File: src/rtl/axi_lite_cmd_master_if.sv
// -----------------------------------------------------------------------------
// axi_lite_cmd_master_if
// Groups the bus-side signals of axi_lite_cmd_master into one bundle:
//   s_axis_cmd_*  : command stream in. tdata = {wdata[31:0], addr[31:0]},
//                   tuser = {wstrb[3:0], op}, where op is 1 for write and 0 for read.
//   m_axis_rsp_*  : response stream out. tdata = read data (0 for writes),
//                   tuser = {resp[1:0], op}.
//   m_axi_*       : AXI4-Lite manager channels AW, W, B, AR and R.
// Modports:
//   master : the command master's view (drives AXI requests and responses).
//   slave  : the view of the environment around it (command source, response
//            sink and AXI subordinate).
// -----------------------------------------------------------------------------
interface axi_lite_cmd_master_if;
    logic [63:0] s_axis_cmd_tdata;
    logic [4:0]  s_axis_cmd_tuser;
    logic        s_axis_cmd_tvalid;
    logic        s_axis_cmd_tready;

    logic [31:0] m_axis_rsp_tdata;
    logic [2:0]  m_axis_rsp_tuser;
    logic        m_axis_rsp_tvalid;
    logic        m_axis_rsp_tready;

    logic [31:0] m_axi_awaddr;
    logic [2:0]  m_axi_awprot;
    logic        m_axi_awvalid;
    logic        m_axi_awready;

    logic [31:0] m_axi_wdata;
    logic [3:0]  m_axi_wstrb;
    logic        m_axi_wvalid;
    logic        m_axi_wready;

    logic [1:0]  m_axi_bresp;
    logic        m_axi_bvalid;
    logic        m_axi_bready;

    logic [31:0] m_axi_araddr;
    logic [2:0]  m_axi_arprot;
    logic        m_axi_arvalid;
    logic        m_axi_arready;

    logic [31:0] m_axi_rdata;
    logic [1:0]  m_axi_rresp;
    logic        m_axi_rvalid;
    logic        m_axi_rready;

    modport master (
        input  s_axis_cmd_tdata, s_axis_cmd_tuser, s_axis_cmd_tvalid,
        output s_axis_cmd_tready,
        output m_axis_rsp_tdata, m_axis_rsp_tuser, m_axis_rsp_tvalid,
        input  m_axis_rsp_tready,
        output m_axi_awaddr, m_axi_awprot, m_axi_awvalid,
        input  m_axi_awready,
        output m_axi_wdata, m_axi_wstrb, m_axi_wvalid,
        input  m_axi_wready,
        input  m_axi_bresp, m_axi_bvalid,
        output m_axi_bready,
        output m_axi_araddr, m_axi_arprot, m_axi_arvalid,
        input  m_axi_arready,
        input  m_axi_rdata, m_axi_rresp, m_axi_rvalid,
        output m_axi_rready
    );

    modport slave (
        output s_axis_cmd_tdata, s_axis_cmd_tuser, s_axis_cmd_tvalid,
        input  s_axis_cmd_tready,
        input  m_axis_rsp_tdata, m_axis_rsp_tuser, m_axis_rsp_tvalid,
        output m_axis_rsp_tready,
        input  m_axi_awaddr, m_axi_awprot, m_axi_awvalid,
        output m_axi_awready,
        input  m_axi_wdata, m_axi_wstrb, m_axi_wvalid,
        output m_axi_wready,
        output m_axi_bresp, m_axi_bvalid,
        input  m_axi_bready,
        input  m_axi_araddr, m_axi_arprot, m_axi_arvalid,
        output m_axi_arready,
        output m_axi_rdata, m_axi_rresp, m_axi_rvalid,
        input  m_axi_rready
    );
endinterface

File: src/rtl/axi_lite_cmd_master.sv
// -----------------------------------------------------------------------------
// axi_lite_cmd_master
// Turns single-beat commands into AXI4-Lite write or read transactions, with
// one transaction outstanding at a time, and returns one response beat per
// command.
// Ports:
//   aclk       : clock, rising edge.
//   aresetn    : asynchronous active-low reset.
//   bus        : axi_lite_cmd_master_if.master (command stream, response
//                stream, AXI4-Lite manager channels).
//   busy       : high from command accept until the response beat is taken.
//   err_count  : saturating count of responses whose resp is not OKAY.
// Every output comes straight from a flop, so no output depends
// combinationally on any ready input.
// -----------------------------------------------------------------------------
module axi_lite_cmd_master #(
    parameter int ERR_CNT_W = 16
) (
    input  logic                 aclk,
    input  logic                 aresetn,
    axi_lite_cmd_master_if.master bus,
    output logic                 busy,
    output logic [ERR_CNT_W-1:0] err_count
);

    typedef enum logic [2:0] {
        ST_IDLE  = 3'd0,
        ST_WRITE = 3'd1,
        ST_WRESP = 3'd2,
        ST_READ  = 3'd3,
        ST_RDATA = 3'd4,
        ST_RSP   = 3'd5
    } state_t;

    // Saturating increment: an all-ones count stays put instead of wrapping.
    function automatic logic [ERR_CNT_W-1:0] sat_inc(input logic [ERR_CNT_W-1:0] val);
        logic [ERR_CNT_W-1:0] res;
        if (&val) begin
            res = val;
        end else begin
            res = val + {{(ERR_CNT_W-1){1'b0}}, 1'b1};
        end
        return res;
    endfunction

    state_t               state_q,      state_d;
    logic                 cmd_tready_q, cmd_tready_d;
    logic                 awvalid_q,    awvalid_d;
    logic                 wvalid_q,     wvalid_d;
    logic                 arvalid_q,    arvalid_d;
    logic                 bready_q,     bready_d;
    logic                 rready_q,     rready_d;
    logic                 rsp_tvalid_q, rsp_tvalid_d;
    logic [31:0]          addr_q,       addr_d;
    logic [31:0]          wdata_q,      wdata_d;
    logic [3:0]           wstrb_q,      wstrb_d;
    logic                 op_q,         op_d;
    logic [31:0]          rsp_data_q,   rsp_data_d;
    logic [1:0]           rsp_resp_q,   rsp_resp_d;
    logic                 busy_q,       busy_d;
    logic [ERR_CNT_W-1:0] err_count_q,  err_count_d;

    // A write channel is still pending if its valid is up and was not taken this cycle.
    logic                 aw_pend_s;
    logic                 w_pend_s;

    // Next-state and next-output logic of the transaction FSM.
    always_comb begin
        state_d      = state_q;
        cmd_tready_d = cmd_tready_q;
        awvalid_d    = awvalid_q;
        wvalid_d     = wvalid_q;
        arvalid_d    = arvalid_q;
        bready_d     = bready_q;
        rready_d     = rready_q;
        rsp_tvalid_d = rsp_tvalid_q;
        addr_d       = addr_q;
        wdata_d      = wdata_q;
        wstrb_d      = wstrb_q;
        op_d         = op_q;
        rsp_data_d   = rsp_data_q;
        rsp_resp_d   = rsp_resp_q;
        busy_d       = busy_q;
        err_count_d  = err_count_q;
        aw_pend_s    = awvalid_q & ~bus.m_axi_awready;
        w_pend_s     = wvalid_q  & ~bus.m_axi_wready;

        case (state_q)
            ST_IDLE: begin
                if (cmd_tready_q && bus.s_axis_cmd_tvalid) begin
                    // Word-align the address; the subordinate only decodes 32-bit registers.
                    addr_d       = {bus.s_axis_cmd_tdata[31:2], 2'b00};
                    wdata_d      = bus.s_axis_cmd_tdata[63:32];
                    wstrb_d      = bus.s_axis_cmd_tuser[4:1];
                    op_d         = bus.s_axis_cmd_tuser[0];
                    cmd_tready_d = 1'b0;
                    busy_d       = 1'b1;
                    if (bus.s_axis_cmd_tuser[0]) begin
                        awvalid_d = 1'b1;
                        wvalid_d  = 1'b1;
                        state_d   = ST_WRITE;
                    end else begin
                        arvalid_d = 1'b1;
                        state_d   = ST_READ;
                    end
                end else begin
                    // Also raises tready on the first cycle after reset release.
                    cmd_tready_d = 1'b1;
                end
            end

            ST_WRITE: begin
                // AW and W complete independently, in either order.
                awvalid_d = aw_pend_s;
                wvalid_d  = w_pend_s;
                if (!aw_pend_s && !w_pend_s) begin
                    bready_d = 1'b1;
                    state_d  = ST_WRESP;
                end else begin
                    state_d  = ST_WRITE;
                end
            end

            ST_WRESP: begin
                if (bready_q && bus.m_axi_bvalid) begin
                    bready_d     = 1'b0;
                    rsp_data_d   = 32'h0000_0000;
                    rsp_resp_d   = bus.m_axi_bresp;
                    rsp_tvalid_d = 1'b1;
                    state_d      = ST_RSP;
                    if (bus.m_axi_bresp != 2'b00) begin
                        err_count_d = sat_inc(err_count_q);
                    end else begin
                        err_count_d = err_count_q;
                    end
                end else begin
                    state_d = ST_WRESP;
                end
            end

            ST_READ: begin
                if (arvalid_q && bus.m_axi_arready) begin
                    arvalid_d = 1'b0;
                    rready_d  = 1'b1;
                    state_d   = ST_RDATA;
                end else begin
                    state_d = ST_READ;
                end
            end

            ST_RDATA: begin
                if (rready_q && bus.m_axi_rvalid) begin
                    rready_d     = 1'b0;
                    rsp_data_d   = bus.m_axi_rdata;
                    rsp_resp_d   = bus.m_axi_rresp;
                    rsp_tvalid_d = 1'b1;
                    state_d      = ST_RSP;
                    if (bus.m_axi_rresp != 2'b00) begin
                        err_count_d = sat_inc(err_count_q);
                    end else begin
                        err_count_d = err_count_q;
                    end
                end else begin
                    state_d = ST_RDATA;
                end
            end

            ST_RSP: begin
                if (rsp_tvalid_q && bus.m_axis_rsp_tready) begin
                    rsp_tvalid_d = 1'b0;
                    cmd_tready_d = 1'b1;
                    busy_d       = 1'b0;
                    state_d      = ST_IDLE;
                end else begin
                    state_d = ST_RSP;
                end
            end

            default: begin
                // Unreachable encoding: return to a quiet IDLE.
                state_d      = ST_IDLE;
                cmd_tready_d = 1'b0;
                awvalid_d    = 1'b0;
                wvalid_d     = 1'b0;
                arvalid_d    = 1'b0;
                bready_d     = 1'b0;
                rready_d     = 1'b0;
                rsp_tvalid_d = 1'b0;
                busy_d       = 1'b0;
            end
        endcase
    end

    // State and output registers; reset drops every valid/ready asynchronously.
    always_ff @(posedge aclk or negedge aresetn) begin
        if (!aresetn) begin
            state_q      <= ST_IDLE;
            cmd_tready_q <= 1'b0;
            awvalid_q    <= 1'b0;
            wvalid_q     <= 1'b0;
            arvalid_q    <= 1'b0;
            bready_q     <= 1'b0;
            rready_q     <= 1'b0;
            rsp_tvalid_q <= 1'b0;
            addr_q       <= 32'h0000_0000;
            wdata_q      <= 32'h0000_0000;
            wstrb_q      <= 4'h0;
            op_q         <= 1'b0;
            rsp_data_q   <= 32'h0000_0000;
            rsp_resp_q   <= 2'b00;
            busy_q       <= 1'b0;
            err_count_q  <= {ERR_CNT_W{1'b0}};
        end else begin
            state_q      <= state_d;
            cmd_tready_q <= cmd_tready_d;
            awvalid_q    <= awvalid_d;
            wvalid_q     <= wvalid_d;
            arvalid_q    <= arvalid_d;
            bready_q     <= bready_d;
            rready_q     <= rready_d;
            rsp_tvalid_q <= rsp_tvalid_d;
            addr_q       <= addr_d;
            wdata_q      <= wdata_d;
            wstrb_q      <= wstrb_d;
            op_q         <= op_d;
            rsp_data_q   <= rsp_data_d;
            rsp_resp_q   <= rsp_resp_d;
            busy_q       <= busy_d;
            err_count_q  <= err_count_d;
        end
    end

    assign bus.s_axis_cmd_tready = cmd_tready_q;
    assign bus.m_axis_rsp_tdata  = rsp_data_q;
    assign bus.m_axis_rsp_tuser  = {rsp_resp_q, op_q};
    assign bus.m_axis_rsp_tvalid = rsp_tvalid_q;
    assign bus.m_axi_awaddr      = addr_q;
    assign bus.m_axi_awprot      = 3'b000;
    assign bus.m_axi_awvalid     = awvalid_q;
    assign bus.m_axi_wdata       = wdata_q;
    assign bus.m_axi_wstrb       = wstrb_q;
    assign bus.m_axi_wvalid      = wvalid_q;
    assign bus.m_axi_bready      = bready_q;
    assign bus.m_axi_araddr      = addr_q;
    assign bus.m_axi_arprot      = 3'b000;
    assign bus.m_axi_arvalid     = arvalid_q;
    assign bus.m_axi_rready      = rready_q;
    assign busy                  = busy_q;
    assign err_count             = err_count_q;

endmodule

File: src/flat_wrapper.sv
// flat-port wrapper written by rule: the top's interface ports become plain ports
module axi_lite_cmd_master_flat 
#(
    parameter int ERR_CNT_W = 16
)
  (aclk, aresetn, busy, err_count, bus_s_axis_cmd_tdata, bus_s_axis_cmd_tuser, bus_s_axis_cmd_tvalid, bus_s_axis_cmd_tready, bus_m_axis_rsp_tdata, bus_m_axis_rsp_tuser, bus_m_axis_rsp_tvalid, bus_m_axis_rsp_tready, bus_m_axi_awaddr, bus_m_axi_awprot, bus_m_axi_awvalid, bus_m_axi_awready, bus_m_axi_wdata, bus_m_axi_wstrb, bus_m_axi_wvalid, bus_m_axi_wready, bus_m_axi_bresp, bus_m_axi_bvalid, bus_m_axi_bready, bus_m_axi_araddr, bus_m_axi_arprot, bus_m_axi_arvalid, bus_m_axi_arready, bus_m_axi_rdata, bus_m_axi_rresp, bus_m_axi_rvalid, bus_m_axi_rready);
  axi_lite_cmd_master_if bus_i ();
  input  logic aclk;
  input  logic aresetn;
  output logic busy;
  output logic [ERR_CNT_W-1:0] err_count;
  input wire logic [$bits(bus_i.s_axis_cmd_tdata)-1:0] bus_s_axis_cmd_tdata;
  input wire logic [$bits(bus_i.s_axis_cmd_tuser)-1:0] bus_s_axis_cmd_tuser;
  input wire logic [$bits(bus_i.s_axis_cmd_tvalid)-1:0] bus_s_axis_cmd_tvalid;
  output wire logic [$bits(bus_i.s_axis_cmd_tready)-1:0] bus_s_axis_cmd_tready;
  output wire logic [$bits(bus_i.m_axis_rsp_tdata)-1:0] bus_m_axis_rsp_tdata;
  output wire logic [$bits(bus_i.m_axis_rsp_tuser)-1:0] bus_m_axis_rsp_tuser;
  output wire logic [$bits(bus_i.m_axis_rsp_tvalid)-1:0] bus_m_axis_rsp_tvalid;
  input wire logic [$bits(bus_i.m_axis_rsp_tready)-1:0] bus_m_axis_rsp_tready;
  output wire logic [$bits(bus_i.m_axi_awaddr)-1:0] bus_m_axi_awaddr;
  output wire logic [$bits(bus_i.m_axi_awprot)-1:0] bus_m_axi_awprot;
  output wire logic [$bits(bus_i.m_axi_awvalid)-1:0] bus_m_axi_awvalid;
  input wire logic [$bits(bus_i.m_axi_awready)-1:0] bus_m_axi_awready;
  output wire logic [$bits(bus_i.m_axi_wdata)-1:0] bus_m_axi_wdata;
  output wire logic [$bits(bus_i.m_axi_wstrb)-1:0] bus_m_axi_wstrb;
  output wire logic [$bits(bus_i.m_axi_wvalid)-1:0] bus_m_axi_wvalid;
  input wire logic [$bits(bus_i.m_axi_wready)-1:0] bus_m_axi_wready;
  input wire logic [$bits(bus_i.m_axi_bresp)-1:0] bus_m_axi_bresp;
  input wire logic [$bits(bus_i.m_axi_bvalid)-1:0] bus_m_axi_bvalid;
  output wire logic [$bits(bus_i.m_axi_bready)-1:0] bus_m_axi_bready;
  output wire logic [$bits(bus_i.m_axi_araddr)-1:0] bus_m_axi_araddr;
  output wire logic [$bits(bus_i.m_axi_arprot)-1:0] bus_m_axi_arprot;
  output wire logic [$bits(bus_i.m_axi_arvalid)-1:0] bus_m_axi_arvalid;
  input wire logic [$bits(bus_i.m_axi_arready)-1:0] bus_m_axi_arready;
  input wire logic [$bits(bus_i.m_axi_rdata)-1:0] bus_m_axi_rdata;
  input wire logic [$bits(bus_i.m_axi_rresp)-1:0] bus_m_axi_rresp;
  input wire logic [$bits(bus_i.m_axi_rvalid)-1:0] bus_m_axi_rvalid;
  output wire logic [$bits(bus_i.m_axi_rready)-1:0] bus_m_axi_rready;
  assign bus_i.s_axis_cmd_tdata = bus_s_axis_cmd_tdata;
  assign bus_i.s_axis_cmd_tuser = bus_s_axis_cmd_tuser;
  assign bus_i.s_axis_cmd_tvalid = bus_s_axis_cmd_tvalid;
  assign bus_s_axis_cmd_tready = bus_i.s_axis_cmd_tready;
  assign bus_m_axis_rsp_tdata = bus_i.m_axis_rsp_tdata;
  assign bus_m_axis_rsp_tuser = bus_i.m_axis_rsp_tuser;
  assign bus_m_axis_rsp_tvalid = bus_i.m_axis_rsp_tvalid;
  assign bus_i.m_axis_rsp_tready = bus_m_axis_rsp_tready;
  assign bus_m_axi_awaddr = bus_i.m_axi_awaddr;
  assign bus_m_axi_awprot = bus_i.m_axi_awprot;
  assign bus_m_axi_awvalid = bus_i.m_axi_awvalid;
  assign bus_i.m_axi_awready = bus_m_axi_awready;
  assign bus_m_axi_wdata = bus_i.m_axi_wdata;
  assign bus_m_axi_wstrb = bus_i.m_axi_wstrb;
  assign bus_m_axi_wvalid = bus_i.m_axi_wvalid;
  assign bus_i.m_axi_wready = bus_m_axi_wready;
  assign bus_i.m_axi_bresp = bus_m_axi_bresp;
  assign bus_i.m_axi_bvalid = bus_m_axi_bvalid;
  assign bus_m_axi_bready = bus_i.m_axi_bready;
  assign bus_m_axi_araddr = bus_i.m_axi_araddr;
  assign bus_m_axi_arprot = bus_i.m_axi_arprot;
  assign bus_m_axi_arvalid = bus_i.m_axi_arvalid;
  assign bus_i.m_axi_arready = bus_m_axi_arready;
  assign bus_i.m_axi_rdata = bus_m_axi_rdata;
  assign bus_i.m_axi_rresp = bus_m_axi_rresp;
  assign bus_i.m_axi_rvalid = bus_m_axi_rvalid;
  assign bus_m_axi_rready = bus_i.m_axi_rready;
  axi_lite_cmd_master #(.ERR_CNT_W(ERR_CNT_W)) u_core (.aclk(aclk), .aresetn(aresetn), .bus(bus_i), .busy(busy), .err_count(err_count));
endmodule
File: config.mk
export PLATFORM = sky130hd
export DESIGN_NAME = axi_lite_cmd_master_flat
export DESIGN_NICKNAME = d
export VERILOG_FILES = /design/src/rtl/axi_lite_cmd_master_if.sv /design/src/rtl/axi_lite_cmd_master.sv /design/src/flat_wrapper.sv
export SDC_FILE = /design/constraint.sdc
export NUM_CORES = 1
export LEC_CHECK = 0
export BUFFER_PORTS_ARGS = -buffer_cell sky130_fd_sc_hd__buf_4
export CAP_MARGIN = 20
export CORE_UTILIZATION = 43
export CTS_BUF_LIST = sky130_fd_sc_hd__clkbuf_8
export DETAILED_ROUTE_END_ITERATION = 8
export GPL_TIMING_DRIVEN = 0
export PLACE_DENSITY = 0.86
export REMOVE_ABC_BUFFERS = 1
export SETUP_SLACK_MARGIN = 0.15
export SYNTH_ARGS = -nofsm -noshare
export SYNTH_HDL_FRONTEND = slang
export SYNTH_SLANG_ARGS = --single-unit
File: constraint.sdc
create_clock -name aclk -period 1.9 [get_ports aclk]
set_input_delay 0.38 -clock aclk [delete_from_list [all_inputs] [get_ports aclk]]
set_output_delay 0.38 -clock aclk [all_outputs]
set_load 0.01 [all_outputs]
==> flow_summary.yaml <==
outcome:
  run_status: "finished, violations left"
  failed_checks: "negative setup slack"
timing:
  final_skew_ns: 0.00771
  max_freq_mhz: 512
  setup_repair_after_global_routing_missed_its_margin: "true"
  timing.setup.tns_ns: -0.157
  worstMarginPinSlew_ns: 0.626
  final_hold_violating_endpoints: 0
  min_period_ns: 1.95
  maxSlewHeadroom_pct: 58.3
  slew_viol_final: 0
  setup_viol: 10
  worst_slack_ns: -0.0532
  min_period_over_period_pct: 103
synthesis:
  seq_area_frac_synth_pct: 58.6
  flip_flop_and_latch_count_after_synthesis: 128
  ys_types: 44
  synth_edf_count: 0
  synth_async_sr_flop_share_pct: 100
  syn_area_um2: 5460
  synth_flop_cell: "sky130_fd_sc_hd__dfrtp_1"
  synthesis.area_per_instance_um2: 13.2
  post-synth-top-area-cell: "sky130_fd_sc_hd__dfrtp_1"
  synthTopCellsByArea: "sky130_fd_sc_hd__dfrtp_1, sky130_fd_sc_hd__mux2_2, sky130_fd_sc_hd__buf_4, sky130_fd_sc_hd__a22o_1, sky130_fd_sc_hd__xnor2_1"
  synth_top_cell_area_share_pct: 58.6
  netlist_instances: 414
  ys_warn_count: 0
floorplan:
  die_width_um: 115
  floorplan.initialDensity_pct: 44.7
  dieHeight_um: 115
  die_area_um2: 13200
  core_region_area_um2: 12200
  top_level_ports: 279
  rows: 40
power:
  leakage_nw: 4.39
  worst_ir_drop_vdd_mv: 0.817
  share_clk_of_total_power_pct: 15.8
  pwr-share-seq_pct: 33.6
  swShare_pct: 34.7
  netSwitchingPower_mw: 5.07
  power.density_nw_per_um2: 1690
  power.share.combinational_pct: 50.5
  p_int_mw: 9.57
placed_design:
  io_buffers: 266
  gpl.final_weighted_congestion: 0.777
  place_hpwl_um: 10900
  placed_cells: 798
clock_network:
  tritoncts: "yes"
  clk_pin_slew_worst_paths_ns: 0.07
  cts.sinks: 128
  ctsRootBufferMaster: "sky130_fd_sc_hd__clkbuf_8"
  ctsHtreeMaxLevel: 4
  cts_buffers: 17
  clockBufferDepth: 2
  worstSkewPairLatency_ns: 0.43
setup_path:
  cp_max_fo: 6
  worstPathCellList: "buf_4 > buf_6 > nor3_4 > buf_6 > and3_4 > clkbuf_16 > mux2_2"
  critPathMostFrequentCell: "sky130_fd_sc_hd__buf_6"
  crit_slowest_cell: "sky130_fd_sc_hd__dfrtp_2"
  worstSetupPathType: "reg -> reg"
  nature_of_the_critical_path_startpoint: "register"
  timing.critical_path.to_type: "register"
  cp_slowest_stage_delay_ns: 0.45
  worstPathArrival_ns: 2.27
  worstPathRequired_ns: 2.21
grt:
  global_route.overflow_total: 0
  grt_first_pass_wirelength_um: 23900
  initial_antenna_violation_count: 0
  number_of_global_route_vias_before_repair: 4581
  grt_usage_pct: 24.5
  maximum_number_of_pins_on_one_net_before_global_route_repair: 66
finish:
  fillerInstances: 839
  area_growth_pct: 58.4
  final_cells: 871
  drive_above_1_share_pct: 60.9
  final_net_count: 810
  antenna_cells: 0
job:
  max_cap_violations: 0
detailed_routing:
  ant_nets: 0
  number_of_iterations_in_the_first_detailed_routing_pass: 4
  route.detailed.drc: 0
  vias_per_cell: 5.15
  wire_per_inst_um: 20.6
  detail_route.iter0.violations: 230
  detail_route.wirelength_um: 18000
  detailroute.via_count: 4486
hold_path:
  min-delay-path-class: "in -> reg"
logic make-up after synthesis:
family	count (synthesis)	share of synthesized area [%]
flip-flops	128	58.6
multiplexers	69	14.2
AND/OR/NAND/NOR	69	6.94
buffers and inverters	66	7.70
AO/OA/AOI/OAI	63	9.32
XOR/XNOR	14	2.24
adder cells (fa/ha/maj)	4	0.916
other	1	0.0686
registers in the layout (all words and copies together), names as in the netlist, 2 cells and up:
| signal | flops |
|---|---|
| u_core.bus.m_axi_araddr | 30 |
| u_core.err_count | 16 |
| u_core.bus.m_axi_wstrb | 4 |
| u_core.rsp_resp_q | 2 |
| u_core.state_q | 3 |
| u_core.bus.m_axis_rsp_tdata | 32 |
| u_core.bus.m_axi_wdata | 32 |
synth_stat cells (2+ instances only):
cell type / count
sky130_fd_sc_hd__inv_1: 2
sky130_fd_sc_hd__a22o_1: 32
sky130_fd_sc_hd__and4b_1: 3
sky130_fd_sc_hd__buf_4: 42
sky130_fd_sc_hd__a21oi_1: 6
sky130_fd_sc_hd__nand2_1: 18
sky130_fd_sc_hd__o21ai_2: 2
sky130_fd_sc_hd__nand2b_1: 2
sky130_fd_sc_hd__ha_1: 4
sky130_fd_sc_hd__inv_2: 2
sky130_fd_sc_hd__nor2_1: 10
sky130_fd_sc_hd__buf_2: 12
sky130_fd_sc_hd__and3_1: 6
sky130_fd_sc_hd__nand3_1: 11
sky130_fd_sc_hd__and4_1: 2
sky130_fd_sc_hd__dfrtp_1: 128
sky130_fd_sc_hd__clkbuf_1: 6
sky130_fd_sc_hd__xnor2_1: 11
sky130_fd_sc_hd__a21o_1: 2
sky130_fd_sc_hd__nor4_1: 2
sky130_fd_sc_hd__mux2_2: 66
sky130_fd_sc_hd__o22a_1: 2
sky130_fd_sc_hd__nand4_1: 7
sky130_fd_sc_hd__mux2i_1: 2
sky130_fd_sc_hd__o21ai_1: 2
sky130_fd_sc_hd__o31a_1: 3
sky130_fd_sc_hd__nor3_1: 3
sky130_fd_sc_hd__xor2_1: 3
sky130_fd_sc_hd__a31oi_1: 3
sky130_fd_sc_hd__buf_1: 2
sky130_fd_sc_hd__o21ai_0: 5
worst max-delay path, delay by kind of cell (launching register included):
kind / cells / cell delay (ns)
and+or+nand+nor: 2 / 0.45
buffers and inverters: 4 / 0.59
muxes: 1 / 0.35
DFF: 1 / 0.45
power groups by stage:
stage	Combinational, mW	Clock (mW)	Sequential, mW
floorplan	1.89	0	5.43
detailed placement	5.63	0	4.91
CTS	6.42	2.36	4.84
global route	7.83	2.48	5.04
finish	7.40	2.32	4.92
global placement	5.44	0	4.81
area by class of cell:
| cell class | instances | area, um2 | area share, % |
|---|---|---|---|
| Inverter | 4 | 21.3 | 0.246 |
| Tap cell | 168 | 210 | 2.43 |
| Clock buffer | 22 | 303 | 3.50 |
| Timing Repair Buffer | 307 | 2550 | 29.5 |
| Clock inverter | 8 | 87.6 | 1.01 |
| Sequential cell | 128 | 3210 | 37.1 |
| Multi-Input combinational cell | 234 | 2270 | 26.2 |
stage by stage:
stage	setup WS [ns]	power (mW)	utilization, %	instance area [um2]	hold slack [ns]
2_1_floorplan	-1.16	7.32	-	5090	0.0844
3_3_place_gp	-1.95	10.3	59.8	7300	0.478
3_5_place_dp	-0.537	10.5	60.5	7390	0.410
4_1_cts	0.0106	13.6	67.3	8220	0.135
5_1_grt	-0.0920	15.3	70.9	8650	0.141
6_report	-0.0532	14.6	70.9	8650	0.168
cell usage in the layout (no fill, tap or decap), types with 3 or more instances in the layout:
cell type and n:
sky130_fd_sc_hd__buf_4 287, sky130_fd_sc_hd__dfrtp_1 125, sky130_fd_sc_hd__mux2_4 64, sky130_fd_sc_hd__a22o_1 32
sky130_fd_sc_hd__clkbuf_8 22, sky130_fd_sc_hd__nand2_1 18, sky130_fd_sc_hd__nand3_1 11, sky130_fd_sc_hd__xnor2_1 10
sky130_fd_sc_hd__conb_1 10, sky130_fd_sc_hd__nor2_1 9, sky130_fd_sc_hd__and3_4 8, sky130_fd_sc_hd__nand4_1 7
sky130_fd_sc_hd__buf_12 7, sky130_fd_sc_hd__a21oi_1 6, sky130_fd_sc_hd__o21ai_0 5, sky130_fd_sc_hd__ha_1 4
sky130_fd_sc_hd__clkinv_2 4, sky130_fd_sc_hd__buf_6 4, sky130_fd_sc_hd__and4b_1 3, sky130_fd_sc_hd__xor2_1 3
sky130_fd_sc_hd__o31a_1 3, sky130_fd_sc_hd__a31oi_1 3, sky130_fd_sc_hd__mux2_2 3, sky130_fd_sc_hd__inv_1 3
sky130_fd_sc_hd__buf_16 3, sky130_fd_sc_hd__clkbuf_16 3
layer usage:
layer,wire [um],global-route usage (%),part of all wire [%]
met1,6410,24.9,36
met2,9670,46.1,54
met3,1310,7.36,7.3
met4,588,11.0,3.3
met5,0,0,0
worst paths after layout:
path                            slack [ns]  cells past startpoint                         endpoint            startpoint
worst min-delay path                  0.17                      2  u_core.bus.m_axis_rsp_tdata[20]   bus_m_axi_rdata[20]
max in group asynchronous             0.66                      3   u_core.bus.m_axis_rsp_tdata[5]               aresetn
worst max-delay path                 -0.05                      7        u_core.bus.m_axi_wdata[3]     u_core.state_q[1]
min in group asynchronous             0.49                      2        u_core.bus.m_axi_wdata[4]               aresetn
worst max register to register       -0.05                      7        u_core.bus.m_axi_wdata[3]     u_core.state_q[1]
worst min register to register        0.50                      2             u_core.rsp_resp_q[1]  u_core.rsp_resp_q[1]
repair_timing:
action,4_1_cts,5_1_grt
cloned,6,4
endpoints found under the setup margin,123,71
gates resized for setup,20,73
hold endpoints to repair,64,0
setup buffers,24,8
hold buffers,1,0
pin swaps,9,8
No activity file was read; power rests on OpenSTA's default activity.
